**src/rtl/controller_sequencer.sv**
```systemverilog
// rtl/controller_sequencer.sv - SAP-1 T-state ring counter, opcode decoder and halt latch
// Optional build macro VARIABLE_CYCLE_EN: skip T-states whose control word would be NOP.
module controller_sequencer #(
  parameter logic [3:0] OP_LDA = 4'h0,
  parameter logic [3:0] OP_ADD = 4'h1,
  parameter logic [3:0] OP_SUB = 4'h2,
  parameter logic [3:0] OP_OUT = 4'hE,
  parameter logic [3:0] OP_HLT = 4'hF
) (
  input  logic        nCLK,
  input  logic        CLR,
  input  logic [3:0]  OPCODE,
  output logic [11:0] CON,
  output logic [5:0]  T_STATE,
  output logic        HALT
);

  // Control word bit order: {Cp, Ep, nLm, nCE, nLi, nEi, nLa, Ea, Su, Eu, nLb, nLo}
  localparam logic [11:0] CW_NOP   = 12'h3E3;
  localparam logic [11:0] CW_T1    = 12'h5E3;
  localparam logic [11:0] CW_T2    = 12'hBE3;
  localparam logic [11:0] CW_T3    = 12'h263;
  localparam logic [11:0] CW_MEMA  = 12'h1A3;
  localparam logic [11:0] CW_LDA5  = 12'h2C3;
  localparam logic [11:0] CW_LDB5  = 12'h2E1;
  localparam logic [11:0] CW_ADD6  = 12'h3C7;
  localparam logic [11:0] CW_SUB6  = 12'h3CF;
  localparam logic [11:0] CW_OUT4  = 12'h3F2;

  typedef enum logic [5:0] {
    T1 = 6'b000001,
    T2 = 6'b000010,
    T3 = 6'b000100,
    T4 = 6'b001000,
    T5 = 6'b010000,
    T6 = 6'b100000
  } tstate_t;

  tstate_t state;
  logic    halted;
  logic    hlt_now;
  logic    known_op;

  assign hlt_now  = (state == T4) && (OPCODE == OP_HLT);
  assign known_op = (OPCODE == OP_LDA) || (OPCODE == OP_ADD) || (OPCODE == OP_SUB) ||
                    (OPCODE == OP_OUT) || (OPCODE == OP_HLT);

  // Ring counter and sticky halt latch; once halted only CLR releases the machine
  always_ff @(posedge nCLK or posedge CLR) begin
    if (CLR) begin
      state  <= T1;
      halted <= 1'b0;
    end else if (!halted) begin
      if (hlt_now) begin
        halted <= 1'b1;
      end else begin
        case (state)
          T1: state <= T2;
          T2: state <= T3;
`ifdef VARIABLE_CYCLE_EN
          T3: state <= known_op ? T4 : T1;
          T4: state <= (OPCODE == OP_OUT) ? T1 : T5;
          T5: state <= (OPCODE == OP_LDA) ? T1 : T6;
`else
          T3: state <= T4;
          T4: state <= T5;
          T5: state <= T6;
`endif
          T6: state <= T1;
          default: state <= T1;
        endcase
      end
    end
  end

  // Control word decode; the opcode only matters after the IR has loaded at the end of T3
  always_comb begin
    CON = CW_NOP;
    if (!CLR && !halted) begin
      case (state)
        T1: CON = CW_T1;
        T2: CON = CW_T2;
        T3: CON = CW_T3;
        T4: begin
          case (OPCODE)
            OP_LDA, OP_ADD, OP_SUB: CON = CW_MEMA;
            OP_OUT:                 CON = CW_OUT4;
            default:                CON = CW_NOP;
          endcase
        end
        T5: begin
          case (OPCODE)
            OP_LDA:         CON = CW_LDA5;
            OP_ADD, OP_SUB: CON = CW_LDB5;
            default:        CON = CW_NOP;
          endcase
        end
        T6: begin
          case (OPCODE)
            OP_ADD:  CON = CW_ADD6;
            OP_SUB:  CON = CW_SUB6;
            default: CON = CW_NOP;
          endcase
        end
        default: CON = CW_NOP;
      endcase
    end
  end

  assign T_STATE = state;
  assign HALT    = !CLR && (halted || hlt_now);

  // known_op only steers the variable-length sequencing
  logic unused_known;
  assign unused_known = known_op;

endmodule
```
**config.mk**
```make
export PLATFORM = sky130hd
export DESIGN_NAME = controller_sequencer
export DESIGN_NICKNAME = d
export VERILOG_FILES = /design/src/rtl/controller_sequencer.sv
export SDC_FILE = /design/constraint.sdc
export NUM_CORES = 1
export LEC_CHECK = 0
export ABC_CLOCK_PERIOD_IN_PS = 1350
export CORE_MARGIN = 5
export CORE_UTILIZATION = 38
export CTS_BUF_LIST = sky130_fd_sc_hd__clkbuf_8
export DETAILED_ROUTE_END_ITERATION = 6
export PLACE_DENSITY = 0.76
export SYNTH_ARGS = -nofsm -noshare
export SYNTH_HDL_FRONTEND = slang
export SYNTH_SLANG_ARGS = --single-unit
```
**constraint.sdc**
```tcl
create_clock -name nCLK -period 1.35 [get_ports nCLK]
set_clock_uncertainty 0.05 [all_clocks]
set_input_delay 0.135 -clock nCLK [delete_from_list [all_inputs] [get_ports nCLK]]
set_output_delay 0.135 -clock nCLK [all_outputs]
set_load 0.05 [all_outputs]
```
==> results of run 1 <==
-- per-stage QoR --
step | utilization (%) | worst slack [ns] | std cells | area (µm²)
floorplan | - | -0.489 | 73 | 677
detailed placement | 81.3 | -0.607 | 133 | 1200
global placement | 81.3 | -0.598 | 133 | 1200
-- cells in the mapped netlist --
cell type,count
a211o_1,2
a21oi_1,1
a41o_1,1
and2_1,2
and2b_2,1
and3_1,2
and4_1,2
and4_2,1
buf_2,1
clkbuf_1,2
dfrtp_1,6
dfstp_2,1
inv_1,2
mux2_2,1
nand2_1,4
nand2b_1,4
nand3_1,5
nand4_1,2
nand4b_1,3
nor2_1,10
nor2b_1,1
nor3_1,4
nor3_2,1
nor4_1,1
nor4b_1,1
o211ai_1,1
o21ai_0,5
o31ai_1,1
or3_1,1
or3_2,1
or3b_1,1
xor2_1,2
-- logic make-up after synthesis --
group	synth area share (%)
compound gates	12.6
xor+xnor	3.05
buf+inv	3.49
flops	30.7
mux	1.96
simple gates	48.2
==> results.md, run 1 <==
- Outcome: did not finish
- Stop stage: clock tree synthesis (4_1_cts)
- First Error: [ERROR DPL-0038] Utilization greater than 100%, impossible to legalize
- Syn nets: 79
- H-tree depth: 1
- IO Count: 25
- Netlist cell types: 32
- CTS hold repair buffers: 0
- Post-synth top area share: 26.1%
- CTS buffer count: 3
- Warnings from Yosys: 0
- Die Ht: 48.9 µm
- Gp weighted congestion: 0.891
- HPWL Detailed: 1670 µm
- Synth top area cells: dfrtp_1, nor2_1, dfstp_2
- Sequential area share after synthesis: 30.7%
- Post-Synthesis Cells: 73
- Leading area contributor after synthesis: dfrtp_1
- Count of state elements after synthesis: 7
- CTS sink cnt: 7
- # port buffers: 24
- Initial Util: 39.0%
- Root buffer cell: clkbuf_8
- Clock tree buffer depth: 2
- Die W: 48.9 µm
- Post-CTS Setup Inserts: 14
- Row cnt: 14
- Cts repair resizes: 45
- Post-Syn Area: 574 µm²
- Avg Cell Area, Syn: 7.87 µm²
==> run 2: changes to the inputs <==
==> config.mk (replaced) <==
export PLATFORM = sky130hd
export DESIGN_NAME = controller_sequencer
export DESIGN_NICKNAME = d
export VERILOG_FILES = /design/src/rtl/controller_sequencer.sv
export SDC_FILE = /design/constraint.sdc
export NUM_CORES = 1
export LEC_CHECK = 0
export ABC_CLOCK_PERIOD_IN_PS = 1800
export CORE_AREA = 5 5 66 68
export DETAILED_ROUTE_END_ITERATION = 6
export DIE_AREA = 0 0 71 73
export PLACE_DENSITY_LB_ADDON = 0.15
export SYNTH_ARGS = -nofsm -noshare
export SYNTH_HDL_FRONTEND = slang
export SYNTH_SLANG_ARGS = --single-unit
==> constraint.sdc (replaced) <==
create_clock -name nCLK -period 1.8 [get_ports nCLK]
set_clock_uncertainty 0.05 [all_clocks]
set_input_delay 0.18 -clock nCLK [delete_from_list [all_inputs] [get_ports nCLK]]
set_output_delay 0.18 -clock nCLK [all_outputs]
set_load 0.05 [all_outputs]
==> run 2 against run 1 <==
The flow now finishes, with violations (negative setup slack). Synthesized cell count did not move. Area after synthesis did not move.
==> results.md, run 2 <==
- Vias in the first global route: 737
- # DRC: 0
- Share of post-route cells with drive strength above 1: 55.0%
- Post-Syn Area: 574 µm² (unchanged)
- # nets final: 127
- CTS hold repair buffers: 0 (unchanged)
- Gp weighted congestion: 0.739 (-17%)
- Die W: 71 µm (+45%)
- DRT Wirelength: 2070 µm
- Setup TNS: -0.0359 ns
- Final Cell Area: 1180 µm²
- Worst hold slack: 0.224 ns
- Unrepaired setup endpoints after global routing: true
- Power Dens Cells: 1270 nW/µm²
- CTS sink cnt: 7 (unchanged)
- Crit path time final: 1.82 ns
- Area delta synth->final: 105%
- Slew headroom: 79.5%
- Vias: 751
- Share of total power in the clock network: 15.1%
- Vias/cell: 4.42
- Max reg flops: 6
- DRT Pass-1 Iters: 2
- Critical path launch point type: flip-flop
- CP Launch Point: T_STATE[2]
- Failing checks: negative setup slack
- Fill cell count: 427
- H-tree depth: 1 (unchanged)
- Die Ht: 73 µm (+49%)
- Avg Cell Area, Syn: 7.87 µm² (unchanged)
- Root buffer cell: clkbuf_8
- Netlist cell types: 32 (unchanged)
- Crit path DAT: 1.59 ns
- Warnings from Yosys: 0 (unchanged)
- Worst setup path endpoint: CON[6]
- Most common cell after layout, fill and taps aside: buf_4
- R2r setup slk: 0.19 ns
- Worst Slack Setup Final: -0.0227 ns
- # port buffers: 24 (unchanged)
- Peak VDD IR: 0.331 mV
- Kind of critical path: reg -> out
- Row cnt: 23 (+9)
- CTS tree: built
- Critical Path End Type: output port
- Top post-synthesis cells by count: nor2_1, dfrtp_1, nand3_1, o21ai_0
- Least-Margin Pin Slew: 0.306 ns
- Post-synth EDFFs: 0 (unchanged)
- Initial Util: 15.1% (-24 points)
- Critical Path RT: 1.57 ns
- Switching pwr: 0.719 mW
- CP max FO: 6
- Later-pin clock latency in the skew report: 0.23 ns
- Post-route ant nets: 0
- Count of state elements after synthesis: 7 (unchanged)
- Final period util: 101%
- Total grt overflow: 0
- Antenna violations before repair: 0
- Highest-count cells in the layout ignoring fill and taps: buf_4, nor2_1, buf_12
- Final Max Tran Viols: 0
- Sequential power share: 20.1%
- Clock tree buffer depth: 2 (unchanged)
- Core footprint: 3800 µm²
- Hold Crit Class: in -> async
- Synth top area cells: dfrtp_1, nor2_1, dfstp_2
- Largest net degree at the start of global routing: 12
- Routed WL per cell: 12.2 µm
- Total GRT Usage: 8.73%
- Leading area contributor after synthesis: dfrtp_1
- First-pass GRT wire length: 3560 µm
- Outcome: complete, but fails checks
- IO Count: 25 (unchanged)
- Final Hold Viols: 0
- Final setup viols: 2
- Syn nets: 79 (unchanged)
- Internal Pwr Total: 0.782 mW
- FF-to-FF Start: T_STATE[2]
- Post-synth ARST share: 100% (unchanged)
- FF-to-FF End: T_STATE[5]
- HPWL Detailed: 1680 µm (+0.61%)
- Die Footprint: 5180 µm²
- Placed Area: 1030 µm² (-13%)
- Count leader, synth: nor2_1
- Sequential area share after synthesis: 30.7% (unchanged)
- Ys flop type: dfrtp_1
- Maxcap violations: 0
- Combinational cell fraction of total power: 64.8%
- Switching share of power: 47.9%
- Initial DRC count: 19
- CTS buffer count: 3 (unchanged)
- CTS clock-pin slew for the worst setup and hold paths: 0.04 ns
- Post-synth top area share: 26.1% (unchanged)
- Post-Synthesis Cells: 73 (unchanged)
- Leakage: 0.516 nW
- Number of diodes: 0
- F_max: 0.549 GHz
- R2R depth: 4
==> run 2: cell counts after synthesis <==
No cell type changed its count.
==> run 2: layer usage <==
layer  GRT usage, %  wire length [µm]  vias to the layer above
met5              0                 0                        -
met4           4.18                36                        0
met3           2.89               113                        4
met2           14.5              1050                       15
met1           10.1               879                      364
li1               -                 -                      368
==> run 2: final cells by class <==
type / count / area [µm²] / area share, %
clock buffer: 4 / 45.0 / 3.82
inverter: 2 / 7.51 / 0.637
multi-input combinational: 61 / 438 / 37.2
sequential: 7 / 183 / 15.5
tap: 50 / 62.6 / 5.31
timing repair buffer: 46 / 443 / 37.6
==> run 2: cell families (layout without fill, tap and decap cells) <==
| logic type | after synthesis | in the layout | synth area share (%) |
|---|---|---|---|
| xor gates and xnor gates | 2 | 2 | 3.05 |
| buffers and inverters | 5 | 52 | 3.49 |
| DFF | 7 | 7 | 30.7 |
| AOI/OAI and AO/OA | 11 | 11 | 12.6 |
| muxes | 1 | 1 | 1.96 |
| and+or+nand+nor | 47 | 47 | 48.2 |
==> run 2: power by group through the flow <==
stage | combinational, mW | sequential [mW] | clock (mW)
global placement | 0.839 | 0.312 | 0
CTS | 0.895 | 0.306 | 0.229
floorplan | 0.437 | 0.419 | 0
finish | 0.972 | 0.302 | 0.226
detailed placement | 0.840 | 0.310 | 0
global route | 1.05 | 0.314 | 0.246
==> run 2: worst min path at each step <==
stage                 endpoint  slack, ns  cells past startpoint
finish              T_STATE[2]       0.22                      3
global route        T_STATE[2]       0.25                      3
CTS                 T_STATE[2]       0.23                      3
detailed placement  T_STATE[4]       0.47                      3
global placement    T_STATE[4]       0.49                      3
floorplan               halted      -0.05                      1
==> run 2: what timing repair did <==
item	4_1_cts	5_1_grt
resized for setup	9	7
buffers inserted	3	5
pin swaps	6	5
endpoints found under the setup margin	4	10
==> run 2: critical path: stages, from the launching register on <==
cell     delay [ns]
dfrtp_2        0.45
nor3_4         0.25
nand3_2        0.14
or3_4          0.35
buf_8          0.16
==> run 2: stage by stage <==
stage	util [%]	power [mW]	setup WS, ns	instances
3_5_place_dp	27.2	1.15	-0.212	158
4_1_cts	29.3	1.43	0.00256	165
5_1_grt	31.0	1.61	-0.0970	170
6_report	31.0	1.50	-0.0227	170
3_3_place_gp	27.2	1.15	-0.208	158
2_1_floorplan	-	0.856	-0.0846	73
Note: power is estimated with default switching activity, not from simulation.
